--- config.mk ---
export PLATFORM = sky130hd
export DESIGN_NAME = accum_unit_flat
export DESIGN_NICKNAME = d
export VERILOG_FILES = /design/src/rtl/accum_if.sv /design/src/rtl/accum_unit.sv /design/src/flat_wrapper.sv
export SDC_FILE = /design/constraint.sdc
export NUM_CORES = 1
export LEC_CHECK = 0
export ABC_AREA = 0
export CAP_MARGIN = 25
export CORE_MARGIN = 3
export CORE_UTILIZATION = 44
export CTS_CLUSTER_DIAMETER = 100
export DETAILED_ROUTE_END_ITERATION = 10
export PLACE_DENSITY = 0.74
export REMOVE_ABC_BUFFERS = 1
export SLEW_MARGIN = 5
export SYNTH_ARGS = -nofsm -noshare
export SYNTH_HDL_FRONTEND = slang
export SYNTH_SLANG_ARGS = --single-unit
--- constraint.sdc ---
create_clock -name clk -period 3.4 [get_ports clk]
set_input_delay 1.02 -clock clk [delete_from_list [all_inputs] [get_ports clk]]
set_output_delay 1.02 -clock clk [all_outputs]
set_load 0.02 [all_outputs]
--- src/rtl/accum_if.sv ---
// Handshake bundle for accum_unit: burst start, operand stream and result.
// master drives start/len/operands/out_ready; slave is the accumulator.
interface accum_if #(
    parameter int N     = 32,
    parameter int LEN_W = 8
);
    logic             start;
    logic [LEN_W-1:0] len;
    logic             in_valid;
    logic [N-1:0]     in_data;
    logic             in_ready;
    logic             out_valid;
    logic             out_ready;
    logic [N-1:0]     out_sum;
    logic             out_ovf;
    logic             busy;

    modport master (
        output start, len, in_valid, in_data, out_ready,
        input  in_ready, out_valid, out_sum, out_ovf, busy
    );

    modport slave (
        input  start, len, in_valid, in_data, out_ready,
        output in_ready, out_valid, out_sum, out_ovf, busy
    );
endinterface

--- src/rtl/accum_unit.sv ---
// Signed burst accumulator with optional saturation; result valid 1 cycle after the last accept.
// Operands stall freely on in_valid; the result holds in DONE until out_ready.
module accum_unit #(
    parameter int N     = 32,
    parameter int LEN_W = 8,
    parameter bit SAT   = 1'b1
) (
    input  logic     clk,
    input  logic     rst,
    accum_if.slave   bus
);
    typedef enum logic [1:0] {S_IDLE, S_ACCUM, S_DONE} state_t;

    localparam logic [N-1:0] ACC_MAX = {1'b0, {(N-1){1'b1}}};
    localparam logic [N-1:0] ACC_MIN = {1'b1, {(N-1){1'b0}}};

    state_t           r_state;
    state_t           w_state_nxt;
    logic [N-1:0]     r_acc;
    logic [LEN_W-1:0] r_cnt;
    logic             r_ovf;

    logic             w_accept;
    logic [N-1:0]     w_sum;
    logic             w_ovf;
    logic [N-1:0]     w_acc_nxt;

    assign w_accept = bus.in_valid && (r_state == S_ACCUM);
    assign w_sum    = r_acc + bus.in_data;
    assign w_ovf    = (r_acc[N-1] == bus.in_data[N-1]) && (w_sum[N-1] != r_acc[N-1]);

    // Clamp direction follows the pre-add sign, which equals the operand sign on overflow.
    always_comb begin
        w_acc_nxt = w_sum;
        if (SAT && w_ovf) begin
            w_acc_nxt = r_acc[N-1] ? ACC_MIN : ACC_MAX;
        end
    end

    always_ff @(posedge clk) begin
        if (rst) begin
            r_state <= S_IDLE;
        end else begin
            r_state <= w_state_nxt;
        end
    end

    always_comb begin
        w_state_nxt = r_state;
        case (r_state)
            S_IDLE: begin
                if (bus.start) begin
                    w_state_nxt = (bus.len == '0) ? S_DONE : S_ACCUM;
                end
            end
            S_ACCUM: begin
                if (w_accept && (r_cnt == LEN_W'(1))) begin
                    w_state_nxt = S_DONE;
                end
            end
            S_DONE: begin
                if (bus.out_ready) begin
                    w_state_nxt = S_IDLE;
                end
            end
            default: w_state_nxt = S_IDLE;
        endcase
    end

    always_comb begin
        bus.in_ready  = (r_state == S_ACCUM);
        bus.out_valid = (r_state == S_DONE);
        bus.busy      = (r_state != S_IDLE);
        bus.out_sum   = r_acc;
        bus.out_ovf   = r_ovf;
    end

    always_ff @(posedge clk) begin
        if (rst) begin
            r_acc <= '0;
            r_cnt <= '0;
            r_ovf <= 1'b0;
        end else begin
            case (r_state)
                S_IDLE: begin
                    if (bus.start) begin
                        r_acc <= '0;
                        r_cnt <= bus.len;
                        r_ovf <= 1'b0;
                    end
                end
                S_ACCUM: begin
                    if (w_accept) begin
                        r_acc <= w_acc_nxt;
                        r_cnt <= r_cnt - LEN_W'(1);
                        r_ovf <= r_ovf | w_ovf;
                    end
                end
                default: begin
                end
            endcase
        end
    end
endmodule

--- src/flat_wrapper.sv ---
// flat-port wrapper written by rule: the top's interface ports become plain ports
module accum_unit_flat 
#(
    parameter int N     = 32,
    parameter int LEN_W = 8,
    parameter bit SAT   = 1'b1
)
  (clk, rst, bus_start, bus_len, bus_in_valid, bus_in_data, bus_out_ready, bus_in_ready, bus_out_valid, bus_out_sum, bus_out_ovf, bus_busy);
  accum_if #(.N(N), .LEN_W(LEN_W)) bus_i ();
  input  logic clk;
  input  logic rst;
  input wire logic [$bits(bus_i.start)-1:0] bus_start;
  input wire logic [$bits(bus_i.len)-1:0] bus_len;
  input wire logic [$bits(bus_i.in_valid)-1:0] bus_in_valid;
  input wire logic [$bits(bus_i.in_data)-1:0] bus_in_data;
  input wire logic [$bits(bus_i.out_ready)-1:0] bus_out_ready;
  output wire logic [$bits(bus_i.in_ready)-1:0] bus_in_ready;
  output wire logic [$bits(bus_i.out_valid)-1:0] bus_out_valid;
  output wire logic [$bits(bus_i.out_sum)-1:0] bus_out_sum;
  output wire logic [$bits(bus_i.out_ovf)-1:0] bus_out_ovf;
  output wire logic [$bits(bus_i.busy)-1:0] bus_busy;
  assign bus_i.start = bus_start;
  assign bus_i.len = bus_len;
  assign bus_i.in_valid = bus_in_valid;
  assign bus_i.in_data = bus_in_data;
  assign bus_i.out_ready = bus_out_ready;
  assign bus_in_ready = bus_i.in_ready;
  assign bus_out_valid = bus_i.out_valid;
  assign bus_out_sum = bus_i.out_sum;
  assign bus_out_ovf = bus_i.out_ovf;
  assign bus_busy = bus_i.busy;
  accum_unit #(.N(N), .LEN_W(LEN_W), .SAT(SAT)) u_core (.clk(clk), .rst(rst), .bus(bus_i));
endmodule
==> impl_metrics.ini, run 1 <==
[run_status]
status = finished clean

[floorplan]
num_rows = 32
io_pins = 81
core_um2 = 7810
die_h_um = 96.2
die-area_um2 = 9250
initial_core_util = 0.458
die_w_um = 96.2

[place]
dpl.cell_count = 734
place_hpwl_um = 9070
routabilityCongestion = 0.953
place_ws_ns = -0.487
port_buffers = 80

[clock_network]
clock_sinks = 43
numCtsBuffers = 5
worst_skew_pair.late_latency_ns = 0.31
root_buffer = clkbuf_8
htreeDepth = 2
hold_buffers = 0
cts_tree = yes
cts_buffer_depth = 2
clk_pin_slew_ns = 0.10

[setup_path]
worstPathArrival_ns = 3.61
endpoint_kind = flip-flop
worst-setup-path-type = in -> reg
r2r_setup_slack_ns = 0.53
path_max_fanout = 5
worst_setup_path_start_kind = input pin
critPathRequiredTime_ns = 3.62

[synth]
synth.area.top_cells = dfxtp_1 24%, ha_1 12%, a21oi_1 10%
synth_seq_cells = 43
ys_seq_area_frac = 0.240
synth_largest_area_cell = dfxtp_1
ys.flop_type = dfxtp_1
synthArstFlopShare = 0
netlist_instances = 481
synth-edff-count = 0
syn-cell-area_um2 = 3580
synth_top_cell_area_share = 0.240
synth_warnings = 0
synth_area_per_cell_um2 = 7.44
synth_cell_types = 59

[power_and_ir_drop]
intPower_mw = 1.16
max-vdd-ir-drop_uv = 224
p_switching_mw = 0.668
power_frac_clock = 0.240
power_leakage_nw = 2.56
power_density_nw_per_um2 = 309
power.share.combinational = 0.438
switching_share = 0.366
seqPwrFrac = 0.322

[timing]
slew_violations = 0
fmax_mhz = 295
setup_tns_ns = 0
min_period_ns = 3.39
fin_skew_ns = 0.00867
setup_viol = 0
finalCritPeriodShare = 0.998
worst_slew_pin_slew_ns = 0.683
finalHoldViolations = 0
fin_ws_ns = 0.00589
hold_ws_ns = 0.495
slew_headroom = 0.543

[drt]
antenna_left = 0
vias = 4445
firstDrtPassIters = 5
drtIter0Drc = 298
wirelength_um = 13100
drcViolationCount = 0
routedWlPerCell_um = 17.1
via_per_inst = 5.80

[layout]
nNetsFinal = 743
seq_area_um2 = 861
multi_input_area_um2 = 2930
final_cells = 767
syn2layout_area_growth_pct = 64.9
diodes = 0
nFillCells = 559
drive_gt1_frac = 0.281

[flow_run]
drv_cap = 0

[global_route]
grt_first_pass_wirelength_um = 19700
grt_antenna_before_repair = 0
grt_max_degree = 19
track_usage = 0.266
first_global_vias = 4249
grt_overflow_total = 0

[worst_hold_path]
hold_class = reg -> reg
==> Yosys cell counts (all sizes together), types with 10 or more instances <==
master  instances
a21o           13
xor2           11
ha             33
dfxtp          43
nand3          10
nor2           33
clkbuf         17
xnor2          13
a21oi          74
a211oi         14
o21ai          52
nor3           11
inv            16
o211ai         10
nand2          62
==> metrics by stage <==
step / area [um2] / power (mW) / util
detailed placement: 5120 / 1.28 / 0.656
global route: 5900 / 1.92 / 0.756
global placement: 5120 / 1.26 / 0.656
floorplan: 3450 / 0.955 / -
finish: 5900 / 1.82 / 0.756
CTS: 5500 / 1.75 / 0.705
==> path summary, 6_finish.rpt <==
kind,start,to,cells past startpoint
max,bus_in_data[0],u_core.bus.out_sum[6],14
min,u_core.bus.out_sum[8],u_core.bus.out_sum[8],2
max reg2reg,u_core.bus.out_sum[1],u_core.bus.out_sum[6],12
min reg2reg,u_core.bus.out_sum[8],u_core.bus.out_sum[8],2
==> power groups by stage <==
stage	logic [mW]	clock network (mW)	registers, mW
detailed placement	0.689	0	0.589
global placement	0.675	0	0.587
global route	0.865	0.462	0.590
CTS	0.729	0.439	0.580
finish	0.799	0.438	0.587
floorplan	0.350	0	0.605
==> cells by family (layout without fill, tap and decap cells) <==
logic type | count (synthesis) | after routing | synth area share
AO/OA/AOI/OAI | 196 | 196 | 0.343
AND/OR/NAND/NOR | 142 | 142 | 0.180
flip-flops | 43 | 43 | 0.240
buffers and inverters | 41 | 225 | 0.0531
adder cells (fa/ha/maj) | 34 | 34 | 0.121
XOR/XNOR | 24 | 24 | 0.0587
multiplexers | 1 | 1 | 0.00384
==> placed cells by master, fill, tap and decap left out, types with 6 or more instances in the layout <==
cell type,count
buf_4,109
a21oi_1,65
nand2_1,60
clkdlybuf4s50_1,55
dfxtp_1,43
nor2_1,33
o21ai_0,32
ha_4,21
o21ai_1,18
inv_1,16
dlymetal6s2s_1,16
a21o_1,13
xnor2_1,13
a211oi_1,11
xor2_1,11
o211ai_1,9
nor3_1,9
nand3_1,8
a31oi_1,7
ha_1,7
dlygate4sd2_1,7
buf_6,7
a21oi_2,6
==> per-layer routing <==
layer / track usage / up-vias / wire length (um)
met5: 0 / - / 0
met4: 0.0889 / 0 / 344
met3: 0.0375 / 35 / 761
met2: 0.468 / 175 / 6650
met1: 0.331 / 2104 / 5380
li1: - / 2131 / -
==> sequential cells by signal, summed over array words and instances, names as in the netlist <==
register / flops
u_core.r_cnt: 8
u_core.r_state: 2
u_core.bus.out_ovf: 1
u_core.bus.out_sum: 32
==> cell type report <==
class	count	area share
tap	102	0.0216
sequential	43	0.146
inverter	16	0.0102
clock buffer	5	0.0117
multi-input combinational	397	0.496
timing repair buffer	201	0.307
clock inverter	3	0.00805
==> critical path: stages <==
cell and delay, ns:
dlygate4sd2_1 0.24, ha_2 0.18, buf_6 0.12, a211oi_4 0.25, o211ai_1 0.12, buf_4 0.17, a21oi_4 0.18, a21oi_4 0.10
a221oi_4 0.36, mux2i_4 0.33, buf_6 0.15, buf_4 0.12, o21ai_1 0.09, a21oi_1 0.20
==> repair_timing <==
| action | CTS | global route |
|---|---|---|
| setup endpoints to repair | 32 | 32 |
| gates resized for setup | 49 | 54 |
| pin swaps | 19 | 27 |
| buffers inserted | 7 | 16 |
| cloned | 2 | 0 |
No activity file was read; power rests on OpenSTA's default activity.
==> run 2: changes to the inputs <==
--- a/config.mk
+++ b/config.mk
@@ -11,7 +11,7 @@
 export CORE_UTILIZATION = 44
 export CTS_CLUSTER_DIAMETER = 100
 export DETAILED_ROUTE_END_ITERATION = 10
-export PLACE_DENSITY = 0.74
+export PLACE_DENSITY = 0.71
 export REMOVE_ABC_BUFFERS = 1
 export SLEW_MARGIN = 5
 export SYNTH_ARGS = -nofsm -noshare
==> constraint.sdc (replaced) <==
create_clock -name clk -period 4.2 [get_ports clk]
set_input_delay 1.26 -clock clk [delete_from_list [all_inputs] [get_ports clk]]
set_output_delay 1.26 -clock clk [all_outputs]
set_load 0.02 [all_outputs]
==> impl_metrics.ini, run 2 (synthesis gave the netlist of run 1 again) <==
[power_and_ir_drop]
power_density_nw_per_um2 = 276
power_leakage_nw = 1.99
max-vdd-ir-drop_uv = 178
finalPower_mw = 1.34

[setup_path]
crit_path_frequent_cell = buf_4
critPathBufInv = 3
path_max_fanout = 7
critical_path.slowest_cell = clkdlybuf4s50_1
worst_setup_path_start_kind = input pin
worstPathArrival_ns = 4.08
path_delay_family = compound AO/OA/AOI/OAI gates
critPathRequiredTime_ns = 4.42
worstPathCellList = clkdlybuf4s50_1 > ha_1 > and2_1 > nand3_1 > buf_4 > a211o_2 > a21oi_2 > a221oi_4 > buf_4 > a31oi_4 > nand2_1 > o21ai_0
cp_slowest_stage_delay_ns = 0.42
endpoint_kind = flip-flop
worst-setup-path-type = in -> reg

[timing]
finalHoldViolations = 0
slew_violations = 0
fmax_mhz = 259
finalCritPeriodShare = 0.919
setup_tns_ns = 0
worst_slew_pin_slew_ns = 0.700
hold_ws_ns = 0.476
fin_ws_ns = 0.338
slew_headroom = 0.531
setup_viol = 0
min_period_ns = 3.86
rsz0062_at_grt = false
fin_skew_ns = 0.0166

[layout]
diodes = 0
final_cells = 689
final_cell_mix = 80 x clkdlybuf4s50_1, 72 x a21oi_1, 61 x nand2_1, 43 x dfxtp_1, 41 x buf_4
largest_reg_flops = 32
final_common_cell = clkdlybuf4s50_1
nFillCells = 731
nNetsFinal = 665
syn2layout_area_growth_pct = 35.3
drive_gt1_frac = 0.106

[place]
dpl.cell_count = 681
place_hpwl_um = 8300
place_ws_ns = 0.0510
port_buffers = 80
routabilityCongestion = 0.875

[drt]
drtIter0Drc = 173
firstDrtPassIters = 6
vias = 3942
antenna_left = 0
via_per_inst = 5.72
routedWlPerCell_um = 15.5
drcViolationCount = 0
wirelength_um = 10700

[run_status]
status = finished clean

[flow_run]
drv_cap = 0

[clock_network]
cts_tree = yes
clk_pin_slew_ns = 0.09
numCtsBuffers = 5
worst_skew_pair.late_latency_ns = 0.31
hold_buffers = 0
cts_resized = 0
cts_setup_buffers = 0
clock_sinks = 43
cts_buffer_depth = 2
htreeDepth = 2
root_buffer = clkbuf_8

[global_route]
track_usage = 0.239
grt_overflow_total = 0
first_global_vias = 3751
grt_first_pass_wirelength_um = 17600
grt_max_degree = 35
grt_antenna_before_repair = 0

[floorplan]
die_w_um = 96.2
initial_core_util = 0.458
die_h_um = 96.2
die-area_um2 = 9250
core_um2 = 7810
io_pins = 81
num_rows = 32

[worst_hold_path]
hold_class = reg -> reg
-- run 2: final timing paths --
path                           from                     end  slack, ns  cells after the start
min          u_core.bus.out_sum[14]  u_core.bus.out_sum[14]       0.48                      2
max                 bus_in_data[22]  u_core.bus.out_sum[27]       0.34                     12
min reg2reg  u_core.bus.out_sum[14]  u_core.bus.out_sum[14]       0.48                      2
max reg2reg  u_core.bus.out_sum[18]  u_core.bus.out_sum[28]       1.37                     11
-- run 2: metrics by stage --
stage	utilization	area (um2)
floorplan	-	3450
global placement	0.605	4730
detailed placement	0.605	4730
CTS	0.620	4840
global route	0.620	4840
finish	0.620	4840
-- run 2: power breakdown --
group | switching (mW) | internal [mW] | total (mW)
clock | 0.153 | 0.193 | 0.345
combinational | 0.283 | 0.239 | 0.523
sequential | 0.0305 | 0.438 | 0.468
total | 0.467 | 0.870 | 1.34
-- run 2: routing by layer --
layer | share of wire | global-route usage | vias up
met5 | 0 | 0 | -
met4 | 0.019 | 0.0699 | 0
met3 | 0.046 | 0.0336 | 19
met2 | 0.47 | 0.402 | 100
met1 | 0.46 | 0.315 | 1850
li1 | - | - | 1973
-- run 2: worst register-to-register path: stages (launching register included) --
cell and delay (ns):
dfxtp_1 0.35, ha_1 0.36, a21oi_4 0.14, o21a_1 0.17, o211ai_2 0.13, a221o_1 0.41, a221oi_4 0.34, buf_4 0.19
a31oi_4 0.14, buf_4 0.21, a32oi_1 0.19, o21ai_1 0.09
-- run 2: final cells by class --
cell class / count / area [um2] / area share
Clock inverter: 2 / 35.0 / 0.00723
Sequential cell: 43 / 861 / 0.178
Timing Repair Buffer: 123 / 1150 / 0.237
Inverter: 16 / 60.1 / 0.0124
Tap cell: 102 / 128 / 0.0263
Multi-Input combinational cell: 397 / 2530 / 0.522
Clock buffer: 6 / 82.6 / 0.0170
